[config.mk]
export PLATFORM = sky130hd
export DESIGN_NAME = four_to_ten_driver
export DESIGN_NICKNAME = d
export VERILOG_FILES = /design/src/rtl/four_to_ten_pkg.sv /design/src/rtl/code_to_onehot.sv /design/src/rtl/four_to_ten_driver.sv
export SDC_FILE = /design/constraint.sdc
export NUM_CORES = 1
export LEC_CHECK = 0
export BUFFER_PORTS_ARGS = -buffer_cell sky130_fd_sc_hd__buf_2
export CAP_MARGIN = 20
export CORE_MARGIN = 10
export CORE_UTILIZATION = 54
export CTS_CLUSTER_SIZE = 8
export DETAILED_ROUTE_END_ITERATION = 8
export PLACE_DENSITY = 0.87
export SLEW_MARGIN = 15
export SYNTH_ARGS = -nofsm -noshare
export SYNTH_HDL_FRONTEND = slang
export SYNTH_SLANG_ARGS = --single-unit
[constraint.sdc]
create_clock -name clk -period 3.66 [get_ports clk]
set_clock_uncertainty 0.15 [all_clocks]
set_input_delay 0.732 -clock clk [delete_from_list [all_inputs] [get_ports clk]]
set_output_delay 0.732 -clock clk [all_outputs]
set_load 0.005 [all_outputs]
[src/rtl/four_to_ten_pkg.sv]
// rtl/four_to_ten_pkg.sv - shared widths, marker code and state encoding for the 4-to-10 driver and its encoder
package four_to_ten_pkg;

    localparam int         OUT_W_DEF    = 10;
    localparam int         CODE_W_DEF   = 4;
    localparam logic [3:0] CODE_INVALID = 4'b1111;

    typedef enum logic [1:0] {
        IDLE  = 2'd0,
        DRIVE = 2'd1,
        GAP   = 2'd2
    } state_t;

endpackage

[src/rtl/code_to_onehot.sv]
// rtl/code_to_onehot.sv - combinational decode of a 1-based code into a one-hot line plus a code_ok flag
module code_to_onehot
    import four_to_ten_pkg::*;
#(
    parameter int OUT_W  = OUT_W_DEF,
    parameter int CODE_W = CODE_W_DEF
) (
    input  logic [CODE_W-1:0] code,
    output logic [OUT_W-1:0]  onehot,
    output logic              code_ok
);

    // Equality per line: an X or out-of-range code matches nothing and decodes as invalid.
    always_comb begin
        onehot  = '0;
        code_ok = 1'b0;
        for (int i = 0; i < OUT_W; i++) begin
            if (code == CODE_W'(i + 1)) begin
                onehot[i] = 1'b1;
                code_ok   = 1'b1;
            end
        end
    end

endmodule

[src/rtl/four_to_ten_driver.sv]
// rtl/four_to_ten_driver.sv - handshaked code-to-one-hot driver with timed hold, break-before-make gap and error count
module four_to_ten_driver
    import four_to_ten_pkg::*;
#(
    parameter int OUT_W       = OUT_W_DEF,
    parameter int CODE_W      = CODE_W_DEF,
    parameter int HOLD_CYCLES = 4,
    parameter int ERR_CNT_W   = 8
) (
    input  logic                 clk,
    input  logic                 rst,
    input  logic                 in_valid,
    output logic                 in_ready,
    input  logic [CODE_W-1:0]    in_code,
    output logic [OUT_W-1:0]     out_onehot,
    output logic                 out_active,
    output logic                 out_done,
    output logic                 err_pulse,
    output logic [ERR_CNT_W-1:0] err_count
);

    localparam int               CNT_W     = $clog2(HOLD_CYCLES + 1);
    localparam logic [CNT_W-1:0] HOLD_LOAD = CNT_W'(HOLD_CYCLES - 1);

    state_t                 state_q;
    logic [CNT_W-1:0]       hold_q;
    logic [OUT_W-1:0]       onehot_q;
    logic                   ready_q;
    logic                   active_q;
    logic                   done_q;
    logic                   err_q;
    logic [ERR_CNT_W-1:0]   err_cnt_q;
    logic [ERR_CNT_W-1:0]   err_cnt_d;
    logic [OUT_W-1:0]       dec_onehot;
    logic                   dec_ok;
    logic                   accept;

    code_to_onehot #(
        .OUT_W  (OUT_W),
        .CODE_W (CODE_W)
    ) u_dec (
        .code    (in_code),
        .onehot  (dec_onehot),
        .code_ok (dec_ok)
    );

    assign accept    = in_valid & ready_q;
    assign err_cnt_d = (&err_cnt_q) ? err_cnt_q : err_cnt_q + ERR_CNT_W'(1);

    always_ff @(posedge clk) begin
        if (rst) begin
            state_q   <= IDLE;
            hold_q    <= '0;
            onehot_q  <= '0;
            ready_q   <= 1'b1;
            active_q  <= 1'b0;
            done_q    <= 1'b0;
            err_q     <= 1'b0;
            err_cnt_q <= '0;
        end else begin
            done_q <= 1'b0;
            err_q  <= 1'b0;
            case (state_q)
                IDLE: begin
                    if (accept) begin
                        if (dec_ok) begin
                            state_q  <= DRIVE;
                            onehot_q <= dec_onehot;
                            hold_q   <= HOLD_LOAD;
                            ready_q  <= 1'b0;
                            active_q <= 1'b1;
                        end else begin
                            err_q     <= 1'b1;
                            err_cnt_q <= err_cnt_d;
                        end
                    end
                end
                DRIVE: begin
                    if (hold_q != '0) begin
                        hold_q <= hold_q - CNT_W'(1);
                    end else begin
                        state_q  <= GAP;
                        onehot_q <= '0;
                        active_q <= 1'b0;
                        done_q   <= 1'b1;
                    end
                end
                GAP: begin
                    state_q <= IDLE;
                    ready_q <= 1'b1;
                end
                default: begin
                    state_q  <= IDLE;
                    onehot_q <= '0;
                    active_q <= 1'b0;
                    ready_q  <= 1'b1;
                end
            endcase
        end
    end

    assign in_ready   = ready_q;
    assign out_onehot = onehot_q;
    assign out_active = active_q;
    assign out_done   = done_q;
    assign err_pulse  = err_q;
    assign err_count  = err_cnt_q;

endmodule

==> results of run 1 <==
## cells by family (layout without fill, tap and decap cells)
group                    after synthesis  in the layout  share of synthesized area [%]
AND/OR/NAND/NOR                       56             56                           27.9
XOR/XNOR                               1              1                          0.667
buffers and inverters                 11             37                           4.38
flip-flops                            27             27                           41.2
adder cells (fa/ha/maj)                3              3                           2.86
multiplexers                           2              2                           1.72
AO/OA/AOI/OAI                         35             35                           21.3
## power by group
group	internal (mW)	switching (mW)
combinational	0.0362	0.0581
clock	0.0417	0.0862
sequential	0.306	0.0103
## worst max path at each step
stage                   endpoint  cells past startpoint        from
floorplan           err_count[7]                      5  in_code[3]
CTS                 err_count[5]                      5  in_code[0]
detailed placement  err_count[5]                      5  in_code[0]
global placement    err_count[5]                      5  in_code[0]
global route        err_count[5]                      5  in_code[0]
finish              err_count[5]                      5  in_code[0]
## cells in the final DEF (no fill, tap or decap), types with 2 or more instances in the layout
cell type   n
nor3_1      4
clkbuf_4    3
nand4b_1    4
nand3_1     5
nand2_1     4
nor2b_1     3
inv_1       5
mux2_1      2
ha_1        3
nor2_1     11
nor4_1      2
o41ai_2     2
o31ai_1     4
or3_1       3
dfxtp_1    27
a21oi_1     8
a21o_1      3
buf_2      28
nand4_1     2
or4_1       4
a32o_1      4
nor4b_1     3
o21ai_0     5
## worst reg2reg max path, stage by stage (launching register included)
cell       delay (ps)
dfxtp_1           430
nand4bb_1         350
a211oi_2          520
o31ai_2           190
a32o_1            240
## registers in the layout, summed over array words and instances (netlist names)
| register | flops |
|---|---|
| hold_q | 3 |
| in_ready | 1 |
| err_count | 8 |
| out_done | 1 |
| out_onehot | 10 |
| err_pulse | 1 |
| out_active | 1 |
| state_q | 2 |
## layout make-up
type,count,area share [%]
clock inverter,1,0.508
sequential,27,36.5
multi-input combinational,97,48.3
timing repair buffer,28,9.48
clock buffer,3,1.52
inverter,5,1.27
tap,28,2.37
## metal layers
metal  up-vias  wire [um]  part of all wire (%)  global-route usage, %
met1       532       1230                    43                   14.1
li1        572          -                     -                      -
met3         2        169                   5.8                   3.14
met2        27       1470                    51                   21.4
met5         -          0                     0                      0
met4         0         17                  0.59                   3.99
==> impl_metrics.csv, run 1 <==
group,metric,value,unit
clocking,clock-root-buffer,"clkbuf_4",
timing,hold_ws,322,ps
finish,regArea,541,um2
power,vdd_drop_max,0.000255,V
worst_setup_path,timing.rr.start,"state_q[1]",
clocking,clk_pin_slew_worst_paths,140,ps
logic_synthesis,synth_top_area_share,41.2,%
timing,max_freq,475,MHz
detailed_routing,via_per_inst,5.99,
timing,rsz0062_at_grt,"false",
logic_synthesis,async_flop_share,0,%
logic_synthesis,synth-seq-cells,27,
clocking,cts_buffers,3,
global_routing,grt_overflow,0,
die,coreArea,2250,um2
timing,finalMaxSlewViolations,0,
finish,antenna_cells,0,
worst_setup_path,path_max_fanout,15,
worst_hold_path,hold_path_startpoint,"out_onehot[7]",
die,fp.dieArea,4800,um2
clocking,cts_tree,"built",
finish,fin_area,1480,um2
placed_design,dpl_cell_area,1450,um2
timing,worst_slew_pin_slew,641,ps
placed_design,pre_cts_slack,1230,ps
logic_synthesis,synth-edff-count,0,
timing,hold_viol,0,
timing,setup_tns,0,ps
placed_design,io_buffers,28,
logic_synthesis,yosysSeqAreaShare,41.2,%
clocking,ctsHoldBuffers,0,
finish,fillCellCount,206,
finish,drive_above_1_share,24.8,%
logic_synthesis,yosys.area.top_type,"dfxtp_1",
detailed_routing,vias,1133,
clocking,cts_setup_buffers,0,
worst_setup_path,worstPathRequired,3730,ps
global_routing,grt_max_degree,28,
clocking,post_cts_resized,0,
logic_synthesis,yosys-top-cells-area,"dfxtp_1 41%, nor2_1 3.1%, a21oi_1 3.1%",
run,maxCapViolCount,0,
finish,areaGrowthSynthToFinish,12.7,%
logic_synthesis,synth_most_common_cell,"dfxtp_1",
placed_design,routabilityCongestion,0.891,
global_routing,grt_usage,12.3,%
worst_hold_path,holdCritPathClass,"reg2reg",
worst_setup_path,critPathKind,"in2reg",
clocking,h-tree-depth,1,
worst_setup_path,worstPathArrival,2180,ps
clocking,cts_buffer_depth,2,
timing,min_period_over_period,57.5,%
finish,finalCoreUtilization,65.6,%
finish,layout.nets,172,
finish,finalNonFillerCells,189,
outcome,status,"finished, final reports clean",
detailed_routing,wl,2890,um
worst_setup_path,path_cells,"buf_2 > nor4_4 > a21oi_2 > nor4_1 > mux2_1",
timing,relSlewSlack,56.8,%
global_routing,grt_pass1_vias,1095,
die,die_h,69.3,um
logic_synthesis,synth_cell_types,45,
detailed_routing,ant_nets,0,
detailed_routing,drc,0,
logic_synthesis,synthFlopType,"dfxtp_1",
detailed_routing,drtIter0Drc,47,
detailed_routing,first_pass_iters,4,
worst_setup_path,rr_worst_depth,4,
clocking,cts.sinks,27,
timing,finalSetupViolations,0,
detailed_routing,wire_per_inst,15.3,um
timing,period_needed,2100,ps
power,power,0.539,mW
placed_design,dp.cells,185,
worst_setup_path,cpPeakStageDelay,410,ps
global_routing,antenna_found_initial,0,
worst_setup_path,cp_top_family,"simple AND/OR/NAND/NOR gates",
placed_design,dp.final_hpwl,2260,um
timing,finalWorstSetupSlack,1560,ps
power,p_per_area,364,nW/um2
finish,multi_input_comb_area,714,um2
worst_setup_path,end_kind,"flip-flop",
logic_synthesis,syn_area_per_cell,9.72,um2
worst_hold_path,min_to,"out_onehot[7]",
clocking,insertion_delay,320,ps
global_routing,grt_pass1_wl,5190,um
worst_setup_path,cpMaxStageDelayCell,"nor4_1",
logic_synthesis,synth_commonest_cells,"27 x dfxtp_1, 11 x nor2_1, 8 x a21oi_1",
worst_setup_path,r2r_end,"out_onehot[0]",
logic_synthesis,postSynthCellCount,135,
worst_setup_path,r2r_slack,1690,ps
logic_synthesis,synth.cell_area,1310,um2
die,initial_core_util,58.2,%
power,leakagePower,0.618,nW
die,rows,17,
die,pin_count,29,
logic_synthesis,ys_warn_count,0,
worst_setup_path,crit_path_start_kind,"primary input",
worst_hold_path,hold_path_depth,1,
worst_setup_path,critPathBufInv,1,
die,die_x,69.3,um
logic_synthesis,synth_nets,145,
Power figures use the tool's default switching activity.
==> run 2, diff against run 1 <==
Settings changed: CORE_UTILIZATION 54 to 52, PLACE_DENSITY 0.87 to 0.85.
Clock period 3.66 ns to 2.2 ns, I/O delays scaled along.
==> impl_metrics.csv, run 2 (synthesis gave the netlist of run 1 again) <==
group,metric,value,unit
die,initial_core_util,54.0,%
finish,mostFrequentLayoutCells,"28 x buf_2, 27 x dfxtp_1, 11 x nor2_1",
timing,worst_slew_pin_slew,532,ps
worst_setup_path,cpMaxStageDelayCell,"dfxtp_1",
worst_setup_path,crit_path_start_kind,"flip-flop",
worst_setup_path,timing.rr.start,"state_q[0]",
die,pin_count,29,
global_routing,grt_max_degree,27,
detailed_routing,via_per_inst,5.95,
outcome,status,"finished, final reports clean",
placed_design,dp.final_hpwl,2420,um
clocking,clk_pin_slew_worst_paths,130,ps
clocking,cts.sinks,27,
global_routing,grt_overflow,0,
worst_setup_path,critPathKind,"reg2reg",
global_routing,grt_usage,12.4,%
finish,fin_area,1510,um2
power,vdd_drop_max,0.000490,V
timing,setup_tns,0,ps
placed_design,dp.cells,191,
clocking,cts_tree,"built",
worst_hold_path,hold_path_startpoint,"in_code[2]",
clocking,clock-root-buffer,"clkbuf_4",
finish,fillCellCount,205,
finish,antenna_cells,0,
clocking,cts_setup_buffers,0,
detailed_routing,wl,3050,um
worst_setup_path,r2r_end,"err_count[7]",
timing,relSlewSlack,64.5,%
finish,areaGrowthSynthToFinish,14.9,%
power,leakagePower,0.638,nW
timing,min_period_over_period,87.2,%
clocking,ctsHoldBuffers,0,
clocking,insertion_delay,320,ps
placed_design,pre_cts_slack,71.2,ps
timing,hold_viol,0,
die,coreArea,2430,um2
global_routing,antenna_found_initial,0,
timing,finalWorstSetupSlack,283,ps
die,fp.dieArea,4930,um2
placed_design,io_buffers,28,
detailed_routing,drc,0,
clocking,cts_buffers,3,
detailed_routing,drtIter0Drc,78,
clocking,h-tree-depth,1,
worst_hold_path,holdCritPathClass,"in2reg",
die,rows,18,
worst_hold_path,min_to,"out_onehot[1]",
worst_setup_path,worstPathArrival,1990,ps
worst_setup_path,worstPathRequired,2270,ps
die,die_h,70.2,um
worst_setup_path,rr_worst_depth,4,
finish,layout.nets,176,
worst_setup_path,critPathBufInv,0,
global_routing,grt_pass1_vias,1148,
detailed_routing,ant_nets,0,
timing,max_freq,522,MHz
timing,period_needed,1920,ps
worst_setup_path,path_max_fanout,10,
run,maxCapViolCount,0,
detailed_routing,wire_per_inst,15.7,um
timing,finalMaxSlewViolations,0,
placed_design,routabilityCongestion,0.845,
clocking,post_cts_resized,0,
detailed_routing,first_pass_iters,6,
finish,largest_reg_flops,10,
clocking,cts_buffer_depth,2,
timing,rsz0062_at_grt,"false",
die,die_x,70.2,um
finish,finalNonFillerCells,195,
global_routing,grt_pass1_wl,5210,um
worst_hold_path,hold_path_depth,2,
finish,mostFrequentLayoutCell,"buf_2",
worst_setup_path,path_cells,"and4bb_1 > nand3_1 > nor4b_1 > mux2_1",
worst_setup_path,end_kind,"flip-flop",
worst_setup_path,r2r_slack,280,ps
power,p_per_area,599,nW/um2
worst_setup_path,cp_top_family,"simple AND/OR/NAND/NOR gates",
timing,finalSetupViolations,0,
detailed_routing,vias,1161,
finish,finalCoreUtilization,62.0,%
placed_design,dpl_cell_area,1480,um2
finish,drive_above_1_share,26.1,%
worst_setup_path,cpPeakStageDelay,420,ps
[run 2: cell count changes in the layout (fill, tap and decap cells not counted), sizes merged]
cell,previous run,this run
clkbuf,3,4
buf,28,32
clkinvlp,1,0
[run 2: worst register-to-register path, stage by stage, from the launching register on]
cell and delay (ps):
dfxtp_1 420, and4bb_1 400, nand3_1 120, nor4b_1 370, mux2_1 370
[run 2: stage by stage]
| stage | hold slack (ps) | power, mW |
|---|---|---|
| 6_report | 291 | 0.903 |
| 3_3_place_gp | 284 | 0.694 |
| 2_1_floorplan | 299 | 0.648 |
| 3_5_place_dp | 311 | 0.705 |
| 5_1_grt | 273 | 0.955 |
| 4_1_cts | 273 | 0.910 |
[run 2: how the worst max path moves through the flow]
| stage | cells after the start | slack [ps] | endpoint | from |
|---|---|---|---|---|
| global placement | 5 | 130 | err_count[7] | in_code[0] |
| global route | 4 | 140 | err_count[7] | state_q[1] |
| detailed placement | 5 | 70 | err_count[7] | in_code[0] |
| CTS | 4 | 330 | err_count[7] | state_q[0] |
| floorplan | 5 | 370 | err_count[7] | in_code[3] |
| finish | 4 | 280 | err_count[7] | state_q[0] |
[run 2: power breakdown]
part | switching [mW] | internal, mW
registers | 0.0173 | 0.509
logic | 0.0991 | 0.0683
clock network | 0.138 | 0.0710
total | 0.255 | 0.649
[run 2: area by class of cell]
class                      instances  area, um2  share of cell area (%)
clock buffer                       4       26.3                    1.74
multi-input combinational         97        714                    47.4
inverter                           5       18.8                    1.24
tap                               30       37.5                    2.49
timing repair buffer              32        170                    11.3
sequential                        27        541                    35.9
[run 2: metal layers]
layer / global-route usage, % / share of wire (%) / vias up
li1: - / - / 574
met5: 0 / 0 / -
met1: 13.4 / 43 / 559
met3: 5.08 / 4.7 / 6
met2: 21.3 / 51 / 22
met4: 3.95 / 1.2 / 0
